## src/rtl/gemm_job_scheduler.sv

```systemverilog
// GEMM job scheduler: queues job descriptors, launches them one at a time on the
// accelerator and returns one completion record (tag, status, cycles) per job.
//
// state  | meaning
// IDLE   | waiting for a queued descriptor; pops the head when one is present
// LAUNCH | dimensions registered, start pulse high for this single cycle
// RUN    | counting cycles until a done rising edge or the timeout bound
// REPORT | completion record presented and held until consumed
module gemm_job_scheduler #(
    parameter int DimWidth      = 12,
    parameter int TagWidth      = 4,
    parameter int FifoDepth     = 4,
    parameter int TimeoutCycles = 100000
) (
    input  logic                         clk_i,
    input  logic                         rst_i,
    input  logic                         job_valid_i,
    output logic                         job_ready_o,
    input  logic [DimWidth-1:0]          job_m_i,
    input  logic [DimWidth-1:0]          job_k_i,
    input  logic [DimWidth-1:0]          job_n_i,
    input  logic [TagWidth-1:0]          job_tag_i,
    output logic                         gemm_start_o,
    output logic [DimWidth-1:0]          gemm_m_o,
    output logic [DimWidth-1:0]          gemm_k_o,
    output logic [DimWidth-1:0]          gemm_n_o,
    input  logic                         gemm_done_i,
    output logic                         cmpl_valid_o,
    input  logic                         cmpl_ready_i,
    output logic [TagWidth-1:0]          cmpl_tag_o,
    output logic [1:0]                   cmpl_status_o,
    output logic [31:0]                  cmpl_cycles_o,
    output logic                         busy_o,
    output logic [$clog2(FifoDepth):0]   queue_count_o
);

    localparam int PtrW  = $clog2(FifoDepth);
    localparam int CntW  = PtrW + 1;
    localparam int DescW = 3 * DimWidth + TagWidth;
    localparam logic [31:0]   TimeoutLimit = 32'(TimeoutCycles);
    localparam logic [CntW-1:0] FullCount  = CntW'(FifoDepth);

    typedef enum logic [1:0] {
        IDLE   = 2'd0,
        LAUNCH = 2'd1,
        RUN    = 2'd2,
        REPORT = 2'd3
    } state_t;

    state_t state_q, state_d;

    logic [DescW-1:0]    fifo_mem [FifoDepth];
    logic [PtrW-1:0]     wr_ptr_q, rd_ptr_q;
    logic [CntW-1:0]     count_q;
    logic                push, pop;

    logic [DescW-1:0]    head;
    logic [DimWidth-1:0] head_m, head_k, head_n;
    logic [TagWidth-1:0] head_tag;
    logic                head_bad_dims;

    logic [DimWidth-1:0] gemm_m_d, gemm_k_d, gemm_n_d;
    logic [TagWidth-1:0] tag_d;
    logic [1:0]          status_d;
    logic [31:0]         cycles_d;
    logic [31:0]         run_cnt_q, run_cnt_d, run_cnt_inc;
    logic                done_q;

    assign job_ready_o   = (count_q != FullCount);
    assign push          = job_valid_i && job_ready_o;
    assign pop           = (state_q == IDLE) && (count_q != '0);
    assign queue_count_o = count_q;
    assign busy_o        = (state_q != IDLE) || (count_q != '0);
    assign gemm_start_o  = (state_q == LAUNCH);
    assign cmpl_valid_o  = (state_q == REPORT);

    assign head          = fifo_mem[rd_ptr_q];
    assign head_m        = head[DescW-1 -: DimWidth];
    assign head_k        = head[DescW-DimWidth-1 -: DimWidth];
    assign head_n        = head[TagWidth +: DimWidth];
    assign head_tag      = head[TagWidth-1:0];
    assign head_bad_dims = (head_m == '0) || (head_k == '0) || (head_n == '0);
    assign run_cnt_inc   = run_cnt_q + 32'd1;

    // Storage carries no reset; occupancy is tracked by the pointers and count.
    always_ff @(posedge clk_i) begin
        if (push) begin
            fifo_mem[wr_ptr_q] <= {job_m_i, job_k_i, job_n_i, job_tag_i};
        end
    end

    always_ff @(posedge clk_i or posedge rst_i) begin
        if (rst_i) begin
            wr_ptr_q <= '0;
            rd_ptr_q <= '0;
            count_q  <= '0;
        end else begin
            if (push) wr_ptr_q <= wr_ptr_q + PtrW'(1);
            if (pop)  rd_ptr_q <= rd_ptr_q + PtrW'(1);
            if (push && !pop)      count_q <= count_q + CntW'(1);
            else if (pop && !push) count_q <= count_q - CntW'(1);
        end
    end

    always_ff @(posedge clk_i or posedge rst_i) begin
        if (rst_i) begin
            state_q       <= IDLE;
            gemm_m_o      <= '0;
            gemm_k_o      <= '0;
            gemm_n_o      <= '0;
            cmpl_tag_o    <= '0;
            cmpl_status_o <= 2'd0;
            cmpl_cycles_o <= '0;
            run_cnt_q     <= '0;
            done_q        <= 1'b0;
        end else begin
            state_q       <= state_d;
            gemm_m_o      <= gemm_m_d;
            gemm_k_o      <= gemm_k_d;
            gemm_n_o      <= gemm_n_d;
            cmpl_tag_o    <= tag_d;
            cmpl_status_o <= status_d;
            cmpl_cycles_o <= cycles_d;
            run_cnt_q     <= run_cnt_d;
            done_q        <= gemm_done_i;
        end
    end

    always_comb begin
        state_d   = state_q;
        gemm_m_d  = gemm_m_o;
        gemm_k_d  = gemm_k_o;
        gemm_n_d  = gemm_n_o;
        tag_d     = cmpl_tag_o;
        status_d  = cmpl_status_o;
        cycles_d  = cmpl_cycles_o;
        run_cnt_d = run_cnt_q;

        unique case (state_q)
            IDLE: begin
                if (count_q != '0) begin
                    tag_d = head_tag;
                    if (head_bad_dims) begin
                        status_d = 2'd1;
                        cycles_d = '0;
                        state_d  = REPORT;
                    end else begin
                        gemm_m_d  = head_m;
                        gemm_k_d  = head_k;
                        gemm_n_d  = head_n;
                        run_cnt_d = '0;
                        state_d   = LAUNCH;
                    end
                end
            end
            LAUNCH: begin
                state_d = RUN;
            end
            RUN: begin
                run_cnt_d = run_cnt_inc;
                // A done level carried over from the previous job is not an edge.
                if (gemm_done_i && !done_q) begin
                    status_d = 2'd0;
                    cycles_d = run_cnt_inc;
                    state_d  = REPORT;
                end else if (run_cnt_inc == TimeoutLimit) begin
                    status_d = 2'd2;
                    cycles_d = TimeoutLimit;
                    state_d  = REPORT;
                end
            end
            REPORT: begin
                if (cmpl_ready_i) state_d = IDLE;
            end
            default: state_d = IDLE;
        endcase
    end

endmodule

```

## config.mk

```make
export PLATFORM = sky130hd
export DESIGN_NAME = gemm_job_scheduler
export DESIGN_NICKNAME = d
export VERILOG_FILES = /design/src/rtl/gemm_job_scheduler.sv
export SDC_FILE = /design/constraint.sdc
export NUM_CORES = 1
export LEC_CHECK = 0
export CORE_ASPECT_RATIO = 1.75
export CORE_UTILIZATION = 45
export DETAILED_ROUTE_END_ITERATION = 7
export MAX_ROUTING_LAYER = met4
export PLACE_DENSITY_LB_ADDON = 0.3
export SLEW_MARGIN = 5
export SYNTH_ARGS = -nofsm -noshare
export SYNTH_HDL_FRONTEND = slang
export SYNTH_SLANG_ARGS = --single-unit
```

## constraint.sdc

```tcl
create_clock -name clk_i -period 3.5 [get_ports clk_i]
set_input_delay 0.35 -clock clk_i [delete_from_list [all_inputs] [get_ports clk_i]]
set_output_delay 0.35 -clock clk_i [all_outputs]
set_load 0.1 [all_outputs]
```

-- Word-level counts from Yosys, hierarchy flattened
Memories as Yosys holds them, arrays and structs flattened.
Cells that the tools add are included.
- register bits: 116
- memory bits (writable): 160
- bits of input ports: 45
- output and inout port bits: 81
- logic and storage cells: 76
- memories: 1
- add/subtract/negate cells: 5
- equal/unequal tests: 10
- muxes and demuxes: 23
- bitwise operators: 1
- reduce and logical (&&, ||, !) cells: 24
- memories (memory ; words ; width ; rd ports ; clocked after Yosys merged registers in ; wr ports ; RTL line ; RTL):
    fifo_mem ; 4 ; 40 ; 1 ; 0 ; 1 ; 52 ; logic [DescW-1:0] fifo_mem [FifoDepth];
- operator list (operator ; number):
    32-bit 2-to-1 mux ; 6
    32-bit one-hot mux with 2 select lines ; 2
    12-bit zero test ; 3
    32-bit by 1-bit adder with 32-bit output, second input constant ; 1
    32-bit by 17-bit == test with 1-bit output, second input constant ; 1
    2-bit 2-to-1 mux ; 9
    3-bit AND reduction ; 3
    2-bit one-hot mux with 4 select lines ; 1
    3-bit 2-to-1 mux ; 2
    3-bit inequality test, second input constant ; 2
    2-bit nonzero test ; 3
    1-bit logical AND ; 5
    2-bit by 1-bit adder with 2-bit output, second input constant ; 2
    2-bit == test, second input constant ; 2
    2-bit by 1-bit inequality test with 1-bit output, second input constant ; 2
    2-bit inequality test, second input constant ; 2
    2-bit one-hot mux with 2 select lines ; 1
    4-bit AND reduction ; 1
    3-bit by 1-bit adder with 3-bit output, second input constant ; 1
    1-bit zero test ; 3
    1-bit logical OR ; 3
    3-bit nonzero test ; 1
    3-bit by 1-bit subtractor with 3-bit output, second input constant ; 1
    2-bit by 1-bit == test with 1-bit output, second input constant ; 1
    other kinds (4) ; 5

-- Longest topological paths before layout
An unclocked memory read counts as a cell.
- depth in word-level cells: 7
- gate-level depth with buffers: 12
- depth with buffers taken out: 9

-- Worst setup path before layout
Ideal clock, no wire load.
- path type: reg2reg
- start: register count_q[0], in the netlist queue_count_o[0]
- end: memory fifo_mem[1][0] (netlist bit), enable pin
- setup time: 0.401 ns
- data arrival time: 2.987 ns
- data required time: 3.099 ns
- slack: 0.112 ns
- stages on the path, launching flop included: 4
- buffers on the path: 0
- cells stage by stage: dfrtp_1 -> nor2_1 -> nand2_1 -> and3_1
- longest elaborated chain between the ends: 4
- ends and longest elaborated chain (item ; RTL line ; RTL):
    from (decl) ; 54 ; logic [CntW-1:0] count_q;
    from (signal assigned) ; 100 ; if (push && !pop) count_q <= count_q + CntW'(1);
    from (signal assigned) ; 101 ; else if (pop && !push) count_q <= count_q - CntW'(1);
    3-bit inequality test ; 69 ; assign job_ready_o = (count_q != FullCount);
    net job_ready_o ; 18 ; output logic job_ready_o,
    1-bit logical AND ; 70 ; assign push = job_valid_i && job_ready_o;
    1-bit 2-to-1 mux ; 87 ; if (push) begin
    1-bit 2-to-1 mux (implied by the code) ; 88 ; fifo_mem[wr_ptr_q] <= {job_m_i, job_k_i, job_n_i, job_tag_i};
    to (decl) ; 52 ;
The timed path passes the listed nets, and every way through them passes these cells.

-- Worst setup path in the final report
- start: register run_cnt_q[6]
- end: register state_q[1]
- longest elaborated chain between the ends: 4
- ends and longest elaborated chain (item ; RTL line ; RTL):
    from (decl) ; 66 ; logic [31:0] run_cnt_q, run_cnt_d, run_cnt_inc;
    from (signal assigned) ; 124 ; run_cnt_q <= run_cnt_d;
    32-bit by 1-bit adder with 32-bit output ; 83 ; assign run_cnt_inc = run_cnt_q + 32'd1;
    32-bit by 17-bit == test with 1-bit output ; 166 ; end else if (run_cnt_inc == TimeoutLimit) begin
    3-bit inequality test (no line) ; - ;
    3-bit AND reduction (no line) ; - ;
    to (signal assigned) ; 117 ; state_q <= state_d;
    to (decl) ; 50 ; state_t state_q, state_d;
Every way passes these cells.
A chain may end at the register's enable or synchronous reset.

==> metrics.cfg <==
[sta]
setup_viol=0
post-route-period-util=0.964
rsz0062_at_grt=no
setup_slack_ps=125
hold_violations=0
max_freq_mhz=296
post-route-min-period_ps=3370
finalSetupTns_ps=0
slew_headroom=0.294
finClkSkew_ps=10.9
slew_viol_final=0
worst_pin_slew_ps=1060

[detailed_routing]
drt_iter0_drc=406
dr.pass1.iters=5
vias=7371
ant_nets=0
via_per_inst=5.69
wl_per_cell_um=21.7
wirelength_um=28200
drc=0

[global_route]
grt_pass1_vias=7647
grtUsageTotal=0.217
grt_pass1_wl_um=43400
antenna_found_initial=0
overflow=0
grt_max_degree=51

[clock_network]
path_clk_slew_ps=60
cts_buffers=26
clock_sinks=276
worstSkewPairLatency_ps=550
cts_root_buffer=clkbuf_16
cts_hold_buf=0
clk_path_buf_depth=3
h-tree-depth=1
cts_tree=yes

[placement]
place_hpwl_um=19500
pre_cts_slack_ps=54.5
gp_congestion=0.931
io_buffers=125
place_area_um2=13700

[worst_setup_path]
cp_max_fo=8
startpoint_type=flip-flop
critPathRequiredTime_ps=3920
crit_type=reg -> reg
worstSetupEndpointType=flip-flop
arrival_ps=3800

[power_and_ir_drop]
p_sw_frac=0.433
clkPwrFrac=0.202
ir_worst_vdd_mv=0.718
switchingPower_mw=5.93
p_seq_frac=0.336
powerDensity_nw_per_um2=937
leakagePower_nw=5.45
p_comb_frac=0.461
intPower_mw=7.76
p_total_mw=13.7

[cells_and_area]
antennaDiodeCount=0
layout_commonest_cell=edfxtp_1
postLayoutCellArea_um2=14600
layout-drive-gt1-share=0.225
fill_cells=2105
final_nets=1012
final_cell_mix=edfxtp_1, clkdlybuf4s50_1, dfrtp_1
syn2layout_area_growth_pct=24.2

[synthesis]
ys_seq_area_frac=0.655
syn-cell-area_um2=11800
syn_inst=786
yosys_register_bits=276
yosys_warnings=0
syn-num-nets=843
async_flop_share=0.420
postSynthAreaPerCell_um2=15.0
yosysUniqueCellTypes=71
ys.flop_type=edfxtp_1
synth-edff-count=160

[die]
die-area_um2=26800
die_w_um=124
core-area_um2=25800
start_util=0.457
row_count=78
die_y_um=216
io_pins=126

[outcome]
outcome=finished, final reports clean

[run]
maxCapViolations=0

[hold_path]
hold_path.class=in -> async

flip-flops by register name, summed over array words and instances, names as in the netlist, 3 cells and up:
name	cells
gemm_m_o	12
fifo_mem	160
cmpl_tag_o	4
queue_count_o	3
run_cnt_q	32
cmpl_cycles_o	32
gemm_n_o	12
gemm_k_o	12
area by class of cell:
type / count / area, um2 / share of cell area
Clock buffer: 34 / 732 / 0.0501
Multi-Input combinational cell: 451 / 3810 / 0.261
Tap cell: 320 / 400 / 0.0274
Timing Repair Buffer: 189 / 1810 / 0.124
Sequential cell: 276 / 7710 / 0.528
Inverter: 11 / 43.8 / 0.00300
Clock inverter: 14 / 101 / 0.00693
per-stage QoR:
| step | util | hold WS [ps] | cells |
|---|---|---|---|
| after CTS | 0.566 | 228 | 1293 |
| after global placement | 0.533 | 471 | 1245 |
| after floorplan | - | 381 | 786 |
| final | 0.567 | 208 | 1295 |
| after global routing | 0.567 | 252 | 1295 |
| after detailed placement | 0.533 | 480 | 1245 |
cells in the mapped netlist, types with 11 or more instances:
cell	n	area, um2
nand4_1	12	75.1
edfxtp_1	160	4800
nand2_1	51	191
buf_2	13	65.1
xor2_1	17	149
nor4_1	18	113
mux4_2	40	901
a21oi_1	11	55.1
dfrtp_1	116	2900
o21ai_0	36	180
a22o_1	18	158
nor2_1	26	97.6
nand3_1	24	120
nor3_1	17	85.1
mux2_2	41	462
clkbuf_1	27	101
ha_1	11	138
what timing repair did:
item,4_1_cts,5_1_grt
setup buffers,0,1
setup endpoints to repair,0,31
resized for setup,0,3
worst paths after layout:
kind / cells past startpoint / slack (ps) / startpoint / end
min in group clk_i: 1 / 290 / gemm_done_i / done_q
setup / recovery: 10 / 130 / run_cnt_q[6] / state_q[1]
hold / removal: 2 / 210 / rst_i / gemm_n_o[6]
hold reg to reg: 1 / 490 / cmpl_cycles_o[23] / cmpl_cycles_o[23]
setup reg to reg: 10 / 130 / run_cnt_q[6] / state_q[1]
max in group asynchronous: 3 / 2590 / rst_i / gemm_k_o[6]
cell families (layout without fill, tap and decap cells):
group,Yosys count,after routing,share of synthesized area
muxes,82,82,0.117
buffers and inverters,60,248,0.0225
DFF,276,276,0.655
AOI/OAI and AO/OA,116,117,0.0691
adders and majority gates,12,12,0.0134
and+or+nand+nor,213,213,0.103
xor gates and xnor gates,27,27,0.0201
layer usage:
| metal | global-route usage | wire length (um) |
|---|---|---|
| met5 | - | 0 |
| met2 | 0.392 | 15500 |
| met3 | 0.0345 | 1230 |
| met4 | 0.0968 | 1280 |
| met1 | 0.231 | 10100 |
power groups by stage:
stage / combinational [mW] / sequential (mW) / clock, mW
floorplan: 2.45 / 6.78 / 0
global placement: 6.32 / 4.64 / 0
detailed placement: 6.36 / 4.67 / 0
CTS: 6.37 / 4.61 / 2.84
global route: 6.65 / 4.68 / 2.95
finish: 6.32 / 4.60 / 2.77
critical path: stages (launching register included):
cell and delay [ps]:
dfrtp_1 520, nand3_2 200, nor4_1 480, xnor2_1 190, or4bb_1 540, or4_1 480, nor3_4 240, buf_12 150
buf_4 110, o221ai_1 160, mux2i_1 160
(Power assumes the default switching activity.)
